`config.mk`:
```
export PLATFORM = sky130hd
export DESIGN_NAME = swervolf_mem_arbiter
export DESIGN_NICKNAME = d
export VERILOG_FILES = /design/src/rtl/swervolf_mem_arbiter.sv
export SDC_FILE = /design/constraint.sdc
export NUM_CORES = 1
export LEC_CHECK = 0
export ABC_AREA = 1
export BUFFER_PORTS_ARGS = -buffer_cell sky130_fd_sc_hd__buf_2
export CORE_AREA = 2 2 324 326
export CTS_BUF_LIST = sky130_fd_sc_hd__clkbuf_16
export DETAILED_ROUTE_END_ITERATION = 10
export DIE_AREA = 0 0 326 328
export PLACE_DENSITY_LB_ADDON = 0.2
export SETUP_SLACK_MARGIN = 0.3
export SYNTH_ARGS = -nofsm -noshare
export SYNTH_HDL_FRONTEND = slang
export SYNTH_SLANG_ARGS = --single-unit
```
`constraint.sdc`:
```
create_clock -name clk -period 1.4 [get_ports clk]
set_input_delay 0.28 -clock clk [delete_from_list [all_inputs] [get_ports clk]]
set_output_delay 0.28 -clock clk [all_outputs]
set_load 0.01 [all_outputs]
```
`src/rtl/swervolf_mem_arbiter.sv`:
```
// 2:1 AXI4 arbiter sharing the DDR2 memory port between s0 (CPU) and s1 (DMA/loader).
// Optional MEM_ARB_INIT_GATE_EN adds i_ram_init_done, which holds off new grants until memory init completes.
module swervolf_mem_arbiter #(
    parameter int ID_WIDTH   = 6,
    parameter int ADDR_WIDTH = 32,
    parameter int DATA_WIDTH = 64
) (
    input  logic                    clk,
    input  logic                    rstn,
`ifdef MEM_ARB_INIT_GATE_EN
    input  logic                    i_ram_init_done,
`endif
    // master s0
    input  logic [ID_WIDTH-1:0]     s0_awid,
    input  logic [ADDR_WIDTH-1:0]   s0_awaddr,
    input  logic [7:0]              s0_awlen,
    input  logic [2:0]              s0_awsize,
    input  logic [1:0]              s0_awburst,
    input  logic                    s0_awvalid,
    output logic                    s0_awready,
    input  logic [DATA_WIDTH-1:0]   s0_wdata,
    input  logic [DATA_WIDTH/8-1:0] s0_wstrb,
    input  logic                    s0_wlast,
    input  logic                    s0_wvalid,
    output logic                    s0_wready,
    output logic [ID_WIDTH-1:0]     s0_bid,
    output logic [1:0]              s0_bresp,
    output logic                    s0_bvalid,
    input  logic                    s0_bready,
    input  logic [ID_WIDTH-1:0]     s0_arid,
    input  logic [ADDR_WIDTH-1:0]   s0_araddr,
    input  logic [7:0]              s0_arlen,
    input  logic [2:0]              s0_arsize,
    input  logic [1:0]              s0_arburst,
    input  logic                    s0_arvalid,
    output logic                    s0_arready,
    output logic [ID_WIDTH-1:0]     s0_rid,
    output logic [DATA_WIDTH-1:0]   s0_rdata,
    output logic [1:0]              s0_rresp,
    output logic                    s0_rlast,
    output logic                    s0_rvalid,
    input  logic                    s0_rready,
    // master s1
    input  logic [ID_WIDTH-1:0]     s1_awid,
    input  logic [ADDR_WIDTH-1:0]   s1_awaddr,
    input  logic [7:0]              s1_awlen,
    input  logic [2:0]              s1_awsize,
    input  logic [1:0]              s1_awburst,
    input  logic                    s1_awvalid,
    output logic                    s1_awready,
    input  logic [DATA_WIDTH-1:0]   s1_wdata,
    input  logic [DATA_WIDTH/8-1:0] s1_wstrb,
    input  logic                    s1_wlast,
    input  logic                    s1_wvalid,
    output logic                    s1_wready,
    output logic [ID_WIDTH-1:0]     s1_bid,
    output logic [1:0]              s1_bresp,
    output logic                    s1_bvalid,
    input  logic                    s1_bready,
    input  logic [ID_WIDTH-1:0]     s1_arid,
    input  logic [ADDR_WIDTH-1:0]   s1_araddr,
    input  logic [7:0]              s1_arlen,
    input  logic [2:0]              s1_arsize,
    input  logic [1:0]              s1_arburst,
    input  logic                    s1_arvalid,
    output logic                    s1_arready,
    output logic [ID_WIDTH-1:0]     s1_rid,
    output logic [DATA_WIDTH-1:0]   s1_rdata,
    output logic [1:0]              s1_rresp,
    output logic                    s1_rlast,
    output logic                    s1_rvalid,
    input  logic                    s1_rready,
    // memory side
    output logic [ID_WIDTH-1:0]     m_awid,
    output logic [ADDR_WIDTH-1:0]   m_awaddr,
    output logic [7:0]              m_awlen,
    output logic [2:0]              m_awsize,
    output logic [1:0]              m_awburst,
    output logic                    m_awlock,
    output logic [3:0]              m_awcache,
    output logic [2:0]              m_awprot,
    output logic [3:0]              m_awregion,
    output logic [3:0]              m_awqos,
    output logic                    m_awvalid,
    input  logic                    m_awready,
    output logic [DATA_WIDTH-1:0]   m_wdata,
    output logic [DATA_WIDTH/8-1:0] m_wstrb,
    output logic                    m_wlast,
    output logic                    m_wvalid,
    input  logic                    m_wready,
    input  logic [ID_WIDTH-1:0]     m_bid,
    input  logic [1:0]              m_bresp,
    input  logic                    m_bvalid,
    output logic                    m_bready,
    output logic [ID_WIDTH-1:0]     m_arid,
    output logic [ADDR_WIDTH-1:0]   m_araddr,
    output logic [7:0]              m_arlen,
    output logic [2:0]              m_arsize,
    output logic [1:0]              m_arburst,
    output logic                    m_arlock,
    output logic [3:0]              m_arcache,
    output logic [2:0]              m_arprot,
    output logic [3:0]              m_arregion,
    output logic [3:0]              m_arqos,
    output logic                    m_arvalid,
    input  logic                    m_arready,
    input  logic [ID_WIDTH-1:0]     m_rid,
    input  logic [DATA_WIDTH-1:0]   m_rdata,
    input  logic [1:0]              m_rresp,
    input  logic                    m_rlast,
    input  logic                    m_rvalid,
    output logic                    m_rready,
    // FSM state observation
    output logic [1:0]              wr_state,
    output logic [1:0]              rd_state
);

    // Handshakes: a transfer happens on a rising edge where valid && ready; valid
    // never depends on ready, and the granted master's ready is the memory's ready.
    typedef enum logic [1:0] {W_IDLE = 2'd0, W_ADDR = 2'd1, W_DATA = 2'd2, W_RESP = 2'd3} wr_state_t;
    typedef enum logic [1:0] {R_IDLE = 2'd0, R_ADDR = 2'd1, R_DATA = 2'd2} rd_state_t;

    wr_state_t wr_st;
    rd_state_t rd_st;
    logic      wr_grant, wr_last, wr_pend;
    logic      rd_grant, rd_last, rd_pend;
    logic      arb_en;

`ifdef MEM_ARB_INIT_GATE_EN
    assign arb_en = i_ram_init_done;
`else
    assign arb_en = 1'b1;
`endif

    // wr_pend marks the arbitration cycle: grant is latched, address phase starts next cycle.
    always_ff @(posedge clk or negedge rstn) begin
        if (!rstn) begin
            wr_st    <= W_IDLE;
            wr_grant <= 1'b0;
            wr_last  <= 1'b1;
            wr_pend  <= 1'b0;
        end else begin
            case (wr_st)
                W_IDLE: begin
                    if (!arb_en) begin
                        wr_pend <= 1'b0;
                    end else if (wr_pend) begin
                        wr_pend <= 1'b0;
                        wr_st   <= W_ADDR;
                    end else if (s0_awvalid || s1_awvalid) begin
                        wr_grant <= (s0_awvalid && s1_awvalid) ? ~wr_last : s1_awvalid;
                        wr_pend  <= 1'b1;
                    end
                end
                W_ADDR: if (m_awvalid && m_awready) wr_st <= W_DATA;
                W_DATA: if (m_wvalid && m_wready && m_wlast) wr_st <= W_RESP;
                W_RESP: begin
                    if (m_bvalid && m_bready) begin
                        wr_last <= wr_grant;
                        wr_st   <= W_IDLE;
                    end
                end
            endcase
        end
    end

    always_ff @(posedge clk or negedge rstn) begin
        if (!rstn) begin
            rd_st    <= R_IDLE;
            rd_grant <= 1'b0;
            rd_last  <= 1'b1;
            rd_pend  <= 1'b0;
        end else begin
            case (rd_st)
                R_IDLE: begin
                    if (!arb_en) begin
                        rd_pend <= 1'b0;
                    end else if (rd_pend) begin
                        rd_pend <= 1'b0;
                        rd_st   <= R_ADDR;
                    end else if (s0_arvalid || s1_arvalid) begin
                        rd_grant <= (s0_arvalid && s1_arvalid) ? ~rd_last : s1_arvalid;
                        rd_pend  <= 1'b1;
                    end
                end
                R_ADDR: if (m_arvalid && m_arready) rd_st <= R_DATA;
                R_DATA: begin
                    if (m_rvalid && m_rready && m_rlast) begin
                        rd_last <= rd_grant;
                        rd_st   <= R_IDLE;
                    end
                end
                default: rd_st <= R_IDLE;
            endcase
        end
    end

    assign wr_state = wr_st;
    assign rd_state = rd_st;

    // write address
    assign m_awid     = wr_grant ? s1_awid    : s0_awid;
    assign m_awaddr   = wr_grant ? s1_awaddr  : s0_awaddr;
    assign m_awlen    = wr_grant ? s1_awlen   : s0_awlen;
    assign m_awsize   = wr_grant ? s1_awsize  : s0_awsize;
    assign m_awburst  = wr_grant ? s1_awburst : s0_awburst;
    assign m_awvalid  = (wr_st == W_ADDR) && (wr_grant ? s1_awvalid : s0_awvalid);
    assign s0_awready = (wr_st == W_ADDR) && !wr_grant && m_awready;
    assign s1_awready = (wr_st == W_ADDR) &&  wr_grant && m_awready;
    assign m_awlock   = 1'b0;
    assign m_awcache  = 4'd0;
    assign m_awprot   = 3'd0;
    assign m_awregion = 4'd0;
    assign m_awqos    = 4'd0;

    // write data
    assign m_wdata   = wr_grant ? s1_wdata : s0_wdata;
    assign m_wstrb   = wr_grant ? s1_wstrb : s0_wstrb;
    assign m_wlast   = wr_grant ? s1_wlast : s0_wlast;
    assign m_wvalid  = (wr_st == W_DATA) && (wr_grant ? s1_wvalid : s0_wvalid);
    assign s0_wready = (wr_st == W_DATA) && !wr_grant && m_wready;
    assign s1_wready = (wr_st == W_DATA) &&  wr_grant && m_wready;

    // write response
    assign s0_bid    = m_bid;
    assign s0_bresp  = m_bresp;
    assign s1_bid    = m_bid;
    assign s1_bresp  = m_bresp;
    assign s0_bvalid = (wr_st == W_RESP) && !wr_grant && m_bvalid;
    assign s1_bvalid = (wr_st == W_RESP) &&  wr_grant && m_bvalid;
    assign m_bready  = (wr_st == W_RESP) && (wr_grant ? s1_bready : s0_bready);

    // read address
    assign m_arid     = rd_grant ? s1_arid    : s0_arid;
    assign m_araddr   = rd_grant ? s1_araddr  : s0_araddr;
    assign m_arlen    = rd_grant ? s1_arlen   : s0_arlen;
    assign m_arsize   = rd_grant ? s1_arsize  : s0_arsize;
    assign m_arburst  = rd_grant ? s1_arburst : s0_arburst;
    assign m_arvalid  = (rd_st == R_ADDR) && (rd_grant ? s1_arvalid : s0_arvalid);
    assign s0_arready = (rd_st == R_ADDR) && !rd_grant && m_arready;
    assign s1_arready = (rd_st == R_ADDR) &&  rd_grant && m_arready;
    assign m_arlock   = 1'b0;
    assign m_arcache  = 4'd0;
    assign m_arprot   = 3'd0;
    assign m_arregion = 4'd0;
    assign m_arqos    = 4'd0;

    // read data
    assign s0_rid    = m_rid;
    assign s0_rdata  = m_rdata;
    assign s0_rresp  = m_rresp;
    assign s0_rlast  = m_rlast;
    assign s1_rid    = m_rid;
    assign s1_rdata  = m_rdata;
    assign s1_rresp  = m_rresp;
    assign s1_rlast  = m_rlast;
    assign s0_rvalid = (rd_st == R_DATA) && !rd_grant && m_rvalid;
    assign s1_rvalid = (rd_st == R_DATA) &&  rd_grant && m_rvalid;
    assign m_rready  = (rd_st == R_DATA) && (rd_grant ? s1_rready : s0_rready);

endmodule

```
==> results.cfg <==
[sta]
setup_viol = 196
worst_slack_ns = -0.447
finalCritPeriodShare_pct = 132
finalHoldViolations = 0
min_period_ns = 1.85
rsz0062_at_grt = true
fmax_mhz = 541
drv_slew = 0
fin_worst_skew_ns = 0.000539

[cells_and_area]
final_area_um2 = 11200
final_common_cell = buf_2
area_growth_pct = 152
seq_area_um2 = 262
nFillCells = 12200
nets = 1783
utilization_pct = 10.8
final_cell_mix = buf_2, nand2_1, nand2_2
drive_gt1_share_pct = 71.8
multiInputGateArea_um2 = 3830

[min_path]
holdCritStartpoint = m_rvalid
hold_path_class = in -> reg

[pwr]
ir_drop_mv = 0.874
power_frac_comb_pct = 94.0
power.switching_w = 0.0102
leakage_nw = 5.90
cell_internal_pwr_w = 0.0103
p_sw_share_pct = 49.7
clock_power_share_pct = 2.7
seqPwrFrac_pct = 3.3
power_density_nw_per_um2 = 1840

[worst_setup_path]
reg2reg_from = wr_grant$_DFFE_PN0P_
cp_data_arrival_time_ns = 1.57
critical_path.max_fanout = 6
startpoint_type = flop
cp_slowest_stage_delay_ns = 0.55
critPathCaptureType = primary output
cp_top_family = flip-flops
critPathKind = reg -> out
cpMaxStageDelayCell = dfrtp_4
worstSetupStartpoint = wr_grant$_DFFE_PN0P_
r2r_slack_ns = -0.25
path_cells = clkinv_8, buf_12, buf_12, nand2_4, a21boi_2, buf_6
cp_data_required_time_ns = 1.12
crit_path_frequent_cell = buf_12
worst-path-buf-inv = 4

[clocking]
cts.clk_slew.worst_paths_ns = 0.05
cts.htree.levels = 1
clkSinkCount = 10
cts_buffers = 3
cts_tree = yes
clkLatencyLatePin_ns = 0.25
cts-root-buf = clkbuf_16
ctsLongestPathBuffers = 2

[synth]
synth.area.top_cells = nand2_1, buf_4, dfrtp_1
synth_seq_area_share_pct = 5.70
synthXorXnorAreaFrac_pct = 0
syn_area_um2 = 4430
synth_top_family_by_area = simple AND/OR/NAND/NOR gates
synth_compound_area_share_pct = 2.15
synthSimpleGateAreaFrac_pct = 50.0
yosysTopAreaCell = nand2_1
ys_ff_latch = 10
synth_mux_area_share_pct = 0
avgSynthCellArea_um2 = 5.13
synthAdderAreaFrac_pct = 1.41
netlist_instances = 864
synth_top_area_share_pct = 46.4
synth.distinct_cells = 29
synth_warnings = 0

[detailed_routing]
wl_per_cell_um = 20.3
ant_nets = 0
drcViolationCount = 0
via_count = 7143
first_pass_iters = 4
drt-total-wl_um = 55200
via_per_inst = 2.63
dr.first_iter.drc_count = 191

[floorplan]
io_pins = 836
core_area_um2 = 103000
die_y_um = 328
die_w_um = 326
fp-row-count = 118
start_util_pct = 4.29
die_area_um2 = 107000

[global_routing]
grt_pass1_wl_um = 68700
grt.total_usage_pct = 9.63
grt_max_degree = 37
grt_pass1_vias = 7214
antenna_found_initial = 55
grt_overflow = 0

[job]
maxCapViolCount = 0

[placed_design]
io_buffers = 563
placedInstanceArea_um2 = 8140
gp_congestion = 0.807
dp_hpwl_um = 46500

[status]
violations = setup timing
status = finished, violations left
-- power groups by stage --
stage | Sequential (W) | Combinational, W | Clock, W
after floorplan | 0.000613 | 0.00685 | 0
after global placement | 0.000636 | 0.0118 | 0
after detailed placement | 0.000629 | 0.0117 | 0
after CTS | 0.000653 | 0.0179 | 0.000570
after global routing | 0.000702 | 0.0207 | 0.000586
final | 0.000677 | 0.0192 | 0.000548
-- cell type report --
type | count | share of cell area (%)
Sequential cell | 10 | 2.34
Clock inverter | 1 | 0.0337
Timing Repair inverter | 2 | 0.224
Tap cell | 1380 | 15.5
Timing Repair Buffer | 663 | 45.7
Clock buffer | 3 | 0.673
Inverter | 20 | 0.998
Antenna cell | 7 | 0.157
Multi-Input combinational cell | 630 | 34.3
-- cells by family after synthesis --
logic type               Yosys count
other                              1
flip-flops                        10
AO/OA/AOI/OAI                     14
buffers and inverters            255
AND/OR/NAND/NOR                  579
adder cells (fa/ha/maj)            5
-- flip-flops by register name (all words and copies together) (netlist names) --
register	cells
rd_grant	1
rd_last	1
rd_pend	1
rd_state	2
wr_grant	1
wr_last	1
wr_pend	1
wr_state	2
-- worst min-delay path: cells and delay by family --
| kind | cells | cell delay (ns) |
|---|---|---|
| simple gates | 1 | 0.08 |
| compound gates | 1 | 0.06 |
| buf+inv | 1 | 0.12 |
-- stage by stage --
| step | total power (W) | hold slack (ns) | TNS [ns] | setup slack [ns] | std cells |
|---|---|---|---|---|---|
| finish | 0.0205 | 0.299 | -66.26 | -0.447 | 2716 |
| global placement | 0.0125 | 0.214 | -17.65 | -0.347 | 2641 |
| global route | 0.0220 | 0.330 | -77.71 | -0.512 | 2712 |
| floorplan | 0.00746 | -0.0156 | 0 | 0.0865 | 895 |
| detailed placement | 0.0123 | 0.210 | -17.64 | -0.290 | 2641 |
| CTS | 0.0191 | 0.291 | -70.65 | -0.471 | 2693 |
-- cell usage after synthesis --
cell type	number
inv_4	1
nand3_2	1
nor2_2	1
o21ai_1	1
nand2_2	3
o21bai_1	1
a21oi_1	2
clkbuf_1	4
o21ai_2	1
nor3_1	8
buf_4	196
dfstp_2	2
a32o_1	1
inv_1	19
nand4_1	2
nor2_1	9
buf_6	10
buf_2	25
a21boi_0	1
o21ai_0	4
nand3_1	5
ha_1	5
conb_1	1
or2_2	1
dfrtp_1	8
a21oi_2	2
and2_1	1
nand2_1	548
a22o_1	1
-- layer usage --
| layer | vias to the layer above | track usage (%) | wire length [um] |
|---|---|---|---|
| li1 | 3302 | - | - |
| met1 | 3062 | 10.7 | 20800 |
| met2 | 674 | 16.9 | 26500 |
| met3 | 99 | 4.99 | 6880 |
| met4 | 6 | 0.831 | 1060 |
| met5 | - | 0 | 41 |
-- final timing paths --
kind                                            to  cells past startpoint
min in group asynchronous  rd_state[1]$_DFFE_PN0P_                      2
setup / recovery                          m_bready                      6
hold reg to reg                rd_last$_DFFE_PN1P_                      2
setup reg to reg           wr_state[0]$_DFFE_PN0P_                      9
max in group asynchronous      wr_last$_DFFE_PN1P_                      2
hold / removal                 rd_last$_DFFE_PN1P_                      3
-- what timing repair did --
action,CTS,global route
buffers inserted,26,13
gates cloned,21,3
setup endpoints to repair,203,204
pin swaps,28,28
hold buffers,1,0
gates resized for setup,312,162
endpoints found under the hold margin,8,0
Power figures use the tool's default switching activity.
